`src/rtl/cmd_comm_pkg.sv`:
```
// Shared types and constants for the command/response serial link.
package cmd_comm_pkg;

    localparam int CMD_BYTES  = 3;   // bytes per assembled command
    localparam int FRAME_BITS = 10;  // start + 8 data + stop

    // Command assembly: which byte of the 24-bit command is expected next
    typedef enum logic [1:0] {
        WAIT_B0,
        WAIT_B1,
        WAIT_B2
    } asm_state_e;

    // Bit-level transmitter states
    typedef enum logic [1:0] {
        TX_IDLE,
        TX_START,
        TX_DATA,
        TX_STOP
    } tx_state_e;

endpackage

```
`src/rtl/cmd_resp_comm_uart_trcv.sv`:
```
// uart_trcv: 8N1 bit engines. RX oversamples a synchronized line with a
// midpoint-aligned baud counter; TX shifts one latched byte per request.
module uart_trcv
    import cmd_comm_pkg::*;
#(
    parameter int BAUD_DIV = 868
) (
    input  logic       clk,
    input  logic       rst_n,
    input  logic       rx_i,
    output logic [7:0] rx_byte_o,
    output logic       rx_valid_o,
    output logic       rx_ferr_o,
    input  logic [7:0] tx_byte_i,
    input  logic       tx_start_i,
    output logic       tx_busy_o,
    output logic       tx_done_o,
    output logic       tx_o
);

    localparam int CW = $clog2(BAUD_DIV);
    localparam logic [CW-1:0] BIT_END  = CW'(BAUD_DIV - 1);
    localparam logic [CW-1:0] HALF_END = CW'(BAUD_DIV / 2 - 1);
    localparam logic [3:0]    STOP_IDX = 4'(FRAME_BITS - 1);

    // ---------------- receiver ----------------
    logic          rx_s1_q, rx_s2_q, rx_s3_q;
    logic          rx_busy_q;
    logic [CW-1:0] rx_cnt_q;
    logic [3:0]    rx_bit_q;
    logic [7:0]    rx_sh_q;
    logic          rx_valid_q, rx_ferr_q;

    // Two-flop synchronizer plus one delay flop for falling-edge detect; idle-high preset
    always_ff @(posedge clk or negedge rst_n) begin
        if (!rst_n) begin
            rx_s1_q <= 1'b1;
            rx_s2_q <= 1'b1;
            rx_s3_q <= 1'b1;
        end else begin
            rx_s1_q <= rx_i;
            rx_s2_q <= rx_s1_q;
            rx_s3_q <= rx_s2_q;
        end
    end

    // Frame receiver: bit 0 is the start recheck at half a bit, 1..8 data, 9 stop
    always_ff @(posedge clk or negedge rst_n) begin
        if (!rst_n) begin
            rx_busy_q  <= 1'b0;
            rx_cnt_q   <= '0;
            rx_bit_q   <= '0;
            rx_sh_q    <= '0;
            rx_valid_q <= 1'b0;
            rx_ferr_q  <= 1'b0;
        end else begin
            rx_valid_q <= 1'b0;
            rx_ferr_q  <= 1'b0;
            if (!rx_busy_q) begin
                if (rx_s3_q && !rx_s2_q) begin
                    rx_busy_q <= 1'b1;
                    rx_cnt_q  <= '0;
                    rx_bit_q  <= '0;
                end
            end else if (rx_bit_q == 4'd0) begin
                if (rx_cnt_q == HALF_END) begin
                    rx_cnt_q <= '0;
                    if (rx_s2_q) rx_busy_q <= 1'b0;  // glitch, not a start bit
                    else         rx_bit_q  <= 4'd1;
                end else begin
                    rx_cnt_q <= rx_cnt_q + 1'b1;
                end
            end else if (rx_cnt_q == BIT_END) begin
                rx_cnt_q <= '0;
                if (rx_bit_q == STOP_IDX) begin
                    rx_busy_q <= 1'b0;
                    if (rx_s2_q) rx_valid_q <= 1'b1;
                    else         rx_ferr_q  <= 1'b1;
                end else begin
                    rx_sh_q  <= {rx_s2_q, rx_sh_q[7:1]};
                    rx_bit_q <= rx_bit_q + 1'b1;
                end
            end else begin
                rx_cnt_q <= rx_cnt_q + 1'b1;
            end
        end
    end

    assign rx_byte_o  = rx_sh_q;
    assign rx_valid_o = rx_valid_q;
    assign rx_ferr_o  = rx_ferr_q;

    // ---------------- transmitter ----------------
    tx_state_e     tx_st_q, tx_st_d;
    logic [CW-1:0] tx_cnt_q, tx_cnt_d;
    logic [2:0]    tx_bit_q, tx_bit_d;
    logic [7:0]    tx_sh_q, tx_sh_d;
    logic          tx_q, tx_d;
    logic          tx_done_q, tx_done_d;

    // Transmitter state register; line idles high
    always_ff @(posedge clk or negedge rst_n) begin
        if (!rst_n) begin
            tx_st_q   <= TX_IDLE;
            tx_cnt_q  <= '0;
            tx_bit_q  <= '0;
            tx_sh_q   <= '0;
            tx_q      <= 1'b1;
            tx_done_q <= 1'b0;
        end else begin
            tx_st_q   <= tx_st_d;
            tx_cnt_q  <= tx_cnt_d;
            tx_bit_q  <= tx_bit_d;
            tx_sh_q   <= tx_sh_d;
            tx_q      <= tx_d;
            tx_done_q <= tx_done_d;
        end
    end

    // Transmitter next state: each bit held BAUD_DIV cycles, done pulses after stop
    always_comb begin
        tx_st_d   = tx_st_q;
        tx_cnt_d  = tx_cnt_q + 1'b1;
        tx_bit_d  = tx_bit_q;
        tx_sh_d   = tx_sh_q;
        tx_d      = tx_q;
        tx_done_d = 1'b0;
        case (tx_st_q)
            TX_IDLE: begin
                tx_cnt_d = '0;
                tx_d     = 1'b1;
                if (tx_start_i) begin
                    tx_st_d = TX_START;
                    tx_sh_d = tx_byte_i;
                    tx_d    = 1'b0;
                end
            end
            TX_START: begin
                if (tx_cnt_q == BIT_END) begin
                    tx_cnt_d = '0;
                    tx_st_d  = TX_DATA;
                    tx_bit_d = '0;
                    tx_d     = tx_sh_q[0];
                    tx_sh_d  = {1'b0, tx_sh_q[7:1]};
                end
            end
            TX_DATA: begin
                if (tx_cnt_q == BIT_END) begin
                    tx_cnt_d = '0;
                    if (tx_bit_q == 3'd7) begin
                        tx_st_d = TX_STOP;
                        tx_d    = 1'b1;
                    end else begin
                        tx_bit_d = tx_bit_q + 1'b1;
                        tx_d     = tx_sh_q[0];
                        tx_sh_d  = {1'b0, tx_sh_q[7:1]};
                    end
                end
            end
            TX_STOP: begin
                if (tx_cnt_q == BIT_END) begin
                    tx_cnt_d  = '0;
                    tx_st_d   = TX_IDLE;
                    tx_done_d = 1'b1;
                end
            end
            default: begin
                tx_st_d = TX_IDLE;
                tx_d    = 1'b1;
            end
        endcase
    end

    assign tx_busy_o = (tx_st_q != TX_IDLE);
    assign tx_done_o = tx_done_q;
    assign tx_o      = tx_q;

endmodule

```
`src/rtl/cmd_resp_comm.sv`:
```
// cmd_resp_comm: assembles three received bytes into a 24-bit command with a
// cmd_rdy/clr_cmd_rdy handshake, and transmits single response bytes.
// Optional CMD_ECHO_EN: echo each completed command's bytes on TX ahead of
// later responses (responses arriving meanwhile are held pending).
module cmd_resp_comm
    import cmd_comm_pkg::*;
#(
    parameter int          BAUD_DIV    = 868,
    parameter logic [19:0] TIMEOUT_CYC = 20'd1000000
) (
    input  logic        clk,
    input  logic        rst_n,
    input  logic        RX,
    output logic        TX,
    output logic [23:0] cmd,
    output logic        cmd_rdy,
    input  logic        clr_cmd_rdy,
    input  logic [7:0]  resp_data,
    input  logic        send_resp,
    output logic        resp_sent
);

    logic [7:0] rx_byte;
    logic       rx_valid, rx_ferr;
    logic [7:0] tx_byte;
    logic       tx_start, tx_busy, tx_done;

    uart_trcv #(.BAUD_DIV(BAUD_DIV)) u_trcv (
        .clk        (clk),
        .rst_n      (rst_n),
        .rx_i       (RX),
        .rx_byte_o  (rx_byte),
        .rx_valid_o (rx_valid),
        .rx_ferr_o  (rx_ferr),
        .tx_byte_i  (tx_byte),
        .tx_start_i (tx_start),
        .tx_busy_o  (tx_busy),
        .tx_done_o  (tx_done),
        .tx_o       (TX)
    );

    // ---------------- command assembly ----------------
    asm_state_e                asm_q, asm_d;
    logic [8*CMD_BYTES-1:8]    shadow_q, shadow_d;
    logic [23:0]               cmd_q, cmd_d;
    logic                      rdy_q, rdy_d;
    logic [19:0]               tmo_q, tmo_d;
    logic                      cmd_done;

    // Assembly state, shadow bytes, presented command and inter-byte timer
    always_ff @(posedge clk or negedge rst_n) begin
        if (!rst_n) begin
            asm_q    <= WAIT_B0;
            shadow_q <= '0;
            cmd_q    <= '0;
            rdy_q    <= 1'b0;
            tmo_q    <= '0;
        end else begin
            asm_q    <= asm_d;
            shadow_q <= shadow_d;
            cmd_q    <= cmd_d;
            rdy_q    <= rdy_d;
            tmo_q    <= tmo_d;
        end
    end

    // Assembly next state: framing error or timeout drops a partial command;
    // completion sets cmd_rdy and takes priority over the clear
    always_comb begin
        asm_d    = asm_q;
        shadow_d = shadow_q;
        cmd_d    = cmd_q;
        rdy_d    = clr_cmd_rdy ? 1'b0 : rdy_q;
        tmo_d    = (asm_q == WAIT_B0) ? 20'd0 : tmo_q + 20'd1;
        cmd_done = 1'b0;
        if (rx_ferr) begin
            asm_d = WAIT_B0;
            tmo_d = '0;
        end else if (rx_valid) begin
            tmo_d = '0;
            case (asm_q)
                WAIT_B0: begin
                    shadow_d[23:16] = rx_byte;
                    asm_d           = WAIT_B1;
                end
                WAIT_B1: begin
                    shadow_d[15:8] = rx_byte;
                    asm_d          = WAIT_B2;
                end
                WAIT_B2: begin
                    cmd_d    = {shadow_q, rx_byte};
                    rdy_d    = 1'b1;
                    asm_d    = WAIT_B0;
                    cmd_done = 1'b1;
                end
                default: asm_d = WAIT_B0;
            endcase
        end else if (asm_q != WAIT_B0 && tmo_q == TIMEOUT_CYC - 20'd1) begin
            asm_d = WAIT_B0;
            tmo_d = '0;
        end
    end

    assign cmd     = cmd_q;
    assign cmd_rdy = rdy_q;

    // ---------------- transmit sequencing ----------------
`ifdef CMD_ECHO_EN
    logic [23:0] echo_buf_q, echo_buf_d;
    logic [1:0]  echo_cnt_q, echo_cnt_d;
    logic        cur_echo_q, cur_echo_d;
    logic        pend_q, pend_d;
    logic [7:0]  pend_byte_q, pend_byte_d;
    logic        echo_active;

    // Echo queue, pending response and whether the frame in flight is an echo
    always_ff @(posedge clk or negedge rst_n) begin
        if (!rst_n) begin
            echo_buf_q  <= '0;
            echo_cnt_q  <= '0;
            cur_echo_q  <= 1'b0;
            pend_q      <= 1'b0;
            pend_byte_q <= '0;
        end else begin
            echo_buf_q  <= echo_buf_d;
            echo_cnt_q  <= echo_cnt_d;
            cur_echo_q  <= cur_echo_d;
            pend_q      <= pend_d;
            pend_byte_q <= pend_byte_d;
        end
    end

    // Echo bytes first (MSB first), then a held response, then a fresh request
    always_comb begin
        echo_buf_d  = echo_buf_q;
        echo_cnt_d  = echo_cnt_q;
        cur_echo_d  = cur_echo_q;
        pend_d      = pend_q;
        pend_byte_d = pend_byte_q;
        tx_start    = 1'b0;
        tx_byte     = resp_data;
        echo_active = (echo_cnt_q != 2'd0) || (tx_busy && cur_echo_q);
        if (send_resp && echo_active && !pend_q) begin
            pend_d      = 1'b1;
            pend_byte_d = resp_data;
        end
        if (!tx_busy) begin
            if (echo_cnt_q != 2'd0) begin
                tx_start   = 1'b1;
                tx_byte    = echo_buf_q[23:16];
                echo_buf_d = {echo_buf_q[15:0], 8'h00};
                echo_cnt_d = echo_cnt_q - 2'd1;
                cur_echo_d = 1'b1;
            end else if (pend_q) begin
                tx_start   = 1'b1;
                tx_byte    = pend_byte_q;
                pend_d     = 1'b0;
                cur_echo_d = 1'b0;
            end else if (send_resp) begin
                tx_start   = 1'b1;
                cur_echo_d = 1'b0;
            end
        end
        if (cmd_done) begin
            echo_buf_d = cmd_d;
            echo_cnt_d = 2'(CMD_BYTES);
        end
    end

    assign resp_sent = tx_done && !cur_echo_q;
`else
    // Responses only: requests while busy are dropped by the idle qualifier
    assign tx_start  = send_resp && !tx_busy;
    assign tx_byte   = resp_data;
    assign resp_sent = tx_done;
`endif

endmodule

```
`config.mk`:
```
export PLATFORM = sky130hd
export DESIGN_NAME = cmd_resp_comm
export DESIGN_NICKNAME = d
export VERILOG_FILES = /design/src/rtl/cmd_comm_pkg.sv /design/src/rtl/cmd_resp_comm_uart_trcv.sv /design/src/rtl/cmd_resp_comm.sv
export SDC_FILE = /design/constraint.sdc
export NUM_CORES = 1
export LEC_CHECK = 0
export ABC_AREA = 0
export ABC_CLOCK_PERIOD_IN_PS = 2400
export BUFFER_PORTS_ARGS = -buffer_cell sky130_fd_sc_hd__buf_4
export CORE_AREA = 5 5 103 105
export DETAILED_ROUTE_END_ITERATION = 6
export DIE_AREA = 0 0 108 110
export PLACE_DENSITY_LB_ADDON = 0.15
export SETUP_SLACK_MARGIN = 0.5
export SYNTH_ARGS = -nofsm -noshare
export SYNTH_HDL_FRONTEND = slang
export SYNTH_HIERARCHICAL = 1
export SYNTH_SLANG_ARGS = --single-unit
```
`constraint.sdc`:
```
create_clock -name clk -period 2.4 [get_ports clk]
set_input_delay 0.24 -clock clk [delete_from_list [all_inputs] [get_ports clk]]
set_output_delay 0.24 -clock clk [all_outputs]
set_load 0.05 [all_outputs]
```
==> impl_results.md <==
- Critical Path Sink Type: register
- Most frequent cells in the layout: dfrtp_1, buf_4, mux2_2, nor2_1, nand2_1
- DRT Pass-1 Iters: 5
- Gate count of the mapped netlist: ~470
- Root Driver: clkbuf_8
- Largest area contributor in the netlist: dfrtp_1
- Netlist cell types: 61
- Yosys warnings: 6
- DR WL/cell: 16.1 µm
- Post-route ant nets: 0
- Worst reg-to-reg setup slack: 520 ps
- Worst-Skew Late Latency: 500 ps
- Fillers: ~670
- Sink Count: 116
- Commonest non-fill, non-tap cell in the layout: dfrtp_1
- Largest stage delay, worst path: 430 ps
- Die Span Y: 110 µm
- R2R Path End: u_trcv/tx_sh_q[1]
- CP startpoint: u_trcv/tx_st_q[1]
- Final setup TNS: 0 ps
- Worst path arrival time: 2260 ps
- Syn Area/Cell: 11.8 µm²
- EDFF count, synth: 0
- Leak: 3.23 nW
- GR Overflow Total: 0
- Number of remaining DRC errors: 0
- Vias in the first global route: between 3,000 and 4,000
- Power per cell area: 751 nW/µm²
- Clock buffer depth: 2
- Drt initial violations: 201
- H-tree Lvls: 4
- Register area: 2910 µm²
- Syn Nets: roughly 500
- Core Footprint: 9550 µm²
- R2R depth: 7
- Cell chain of the critical path: inv_2 > ha_4 > inv_1 > nor2b_2 > o21ai_0 > or3_4 > mux2_4
- Final-report hold violation count: 0
- GPL Wtd Cong: 0.823
- Period utilization: between 70% and 80%
- Worst r2r src: u_trcv/tx_st_q[1]
- Die area: 11,900 µm²
- Antenna cells: 0
- Vias per cell: 5.64
- Worst clock skew: 6.00 ps
- CP Launch Type: register
- Routed Wire Length: ~11,000 µm
- Die width: 108 µm
- Slowest-stage cell, CP: or3_4
- Hold crit path type: input pin to register
- Required @ worst endpoint: 2780 ps
- I/O pins: 40
- Main area contributors after synthesis: dfrtp_1, mux2_2, ha_1
- Largest net degree at the start of global routing: 51
- Worst IR Drop VDD: between 700 and 800 µV
- Outcome: finished, final reports clean
- Maxcap violations: 0
- Multi-input gate area: around 2600 µm²
- Layout area overhead: 24.2%
- #FFs+latches synth: 116
- Asr flop ratio synth: 100%
- Number of placement rows: 36
- Overall power: 0.00517 W
- Starting Density: 58.0%
- Clock transition at path regs: 60 ps
- Cts bufs inserted: 17
- Highest Clock Rate: 532 MHz
- DP Wirelength: ~7000 µm
- Post-synthesis sequential area ratio: 52.5%
- Layout cell share with drive strength beyond 1: a little over a third
- First-pass GRT wire length: roughly 18,000 µm
- Prevailing post-synth register cell: dfrtp_1
- All-Layer GR Usage: 19.5%
- Initial antenna violation count: 0
- Max Fanout on Critical Path: 8
- Synthesized cell area: 5540 µm²
- CP Class: register to register
- Yosys top cell area share: 50.6%
- Setup crit end: u_trcv/tx_sh_q[1]
- Max-slew violation count: 0
- Final setup vio count: 0
- Routed via count: 3,846
- # port buffers: 39
- Max_slew headroom: 64.4%
- Fin crit period: approximately 1900 ps
- RSZ-0062 raised after global routing: true
- CTS tree: yes
- Net count, final: roughly 560
- Worst-Margin Slew: around 530 ps
==> how the worst min path moves through the flow <==
| stage | from | end | cells after the start |
|---|---|---|---|
| 2_1_floorplan | rst_n | asm_q[0] | 0 |
| 3_5_place_dp | rst_n | tmo_q[16] | 1 |
| 6_report | resp_data[7] | u_trcv/tx_sh_q[7] | 3 |
| 3_3_place_gp | rst_n | tmo_q[16] | 1 |
| 4_1_cts | resp_data[7] | u_trcv/tx_sh_q[7] | 3 |
| 5_1_grt | resp_data[4] | u_trcv/tx_sh_q[4] | 3 |
==> area by class of cell <==
type                            instances  area share [%]
Sequential cell                       116            42.4
Inverter                               13           0.710
Clock inverter                         10            2.26
Tap cell                              133            2.42
Clock buffer                           22            6.44
Multi-Input combinational cell        323            38.4
Timing Repair Buffer                   65            7.39
==> Yosys cell counts (2+ instances only) <==
cell type  count
xnor2_1        8
nand4_1       14
a31oi_1        6
nor3_1         7
dfrtp_1      112
nor4_1         7
or4_1          2
nor2_1        33
mux2_2        56
o21bai_1       3
nor3b_2        3
nand2_1       30
nor2b_1        3
nand2b_1       7
buf_4          3
and4bb_2       2
o21ai_0       14
o31ai_1        2
and2_1         4
a21oi_1        5
inv_1         13
o2bb2ai_1      3
clkbuf_1       6
nand4b_1       2
buf_6          2
ha_1          15
o211ai_1       5
nand3_1       19
or3_1          5
xor2_1        15
and3_1         5
nand3b_1       4
mux2_4         8
buf_2          6
a211oi_1       2
a21o_1         3
dfstp_2        4
and4_1         7
==> where the power goes <==
part           internal, W  switching [W]  total [W]
registers          0.00203       0.000130    0.00216
logic             0.000237       0.000239   0.000476
clock network      0.00170       0.000824    0.00253
==> sequential cells by signal (all words and copies together), names as in the netlist, 3 cells and up <==
signal	cells
cmd	24
shadow_q	16
tmo_q	20
u_trcv/rx_bit_q	4
u_trcv/rx_byte_o	8
u_trcv/rx_cnt_q	10
u_trcv/tx_bit_q	3
u_trcv/tx_cnt_q	10
u_trcv/tx_sh_q	8
==> metrics by stage <==
stage               setup WS (ps)  cells  cell area [µm²]  hold WS, ps  util (%)
floorplan                     507    468             5550        -55.6         -
global placement              294    631             5980          261      62.7
CTS                           485    672             6720         70.9      70.4
global route                  440    682             6880         75.8      72.0
finish                        519    682             6880         95.4      72.0
detailed placement            227    631             5980          259      62.7
==> logic make-up after synthesis <==
kind of cell / Yosys count / synth area share [%]
flip-flops: 116 / 52.5
AO/OA/AOI/OAI: 52 / 6.40
adder cells (fa/ha/maj): 15 / 3.39
AND/OR/NAND/NOR: 167 / 17.7
multiplexers: 65 / 13.7
buffers and inverters: 30 / 2.64
XOR/XNOR: 23 / 3.64
==> layer usage <==
layer	track usage, %	vias to the layer above	share of wire (%)
met5	0	-	0
met4	7.12	0	1.1
met3	5.07	13	3.3
met2	32.5	61	51
met1	24.8	1945	44
li1	-	1827	-
==> repair_timing <==
action                                 CTS  global route
endpoints found under the hold margin   40             0
setup endpoints to repair               27            29
gates resized for setup                 16            20
hold buffers                             3             0
cloned                                   0             1
buffers inserted                         6             9
pin swaps                                4             8
==> critical path, delay by kind of cell, from the launching register on <==
family,cells,cell delay (ps)
muxes,1,320
and+or+nand+nor,2,590
AOI/OAI and AO/OA,1,90
buffers and inverters,2,200
DFF,1,410
adders and majority gates,1,140
No activity file was read; power rests on OpenSTA's default activity.
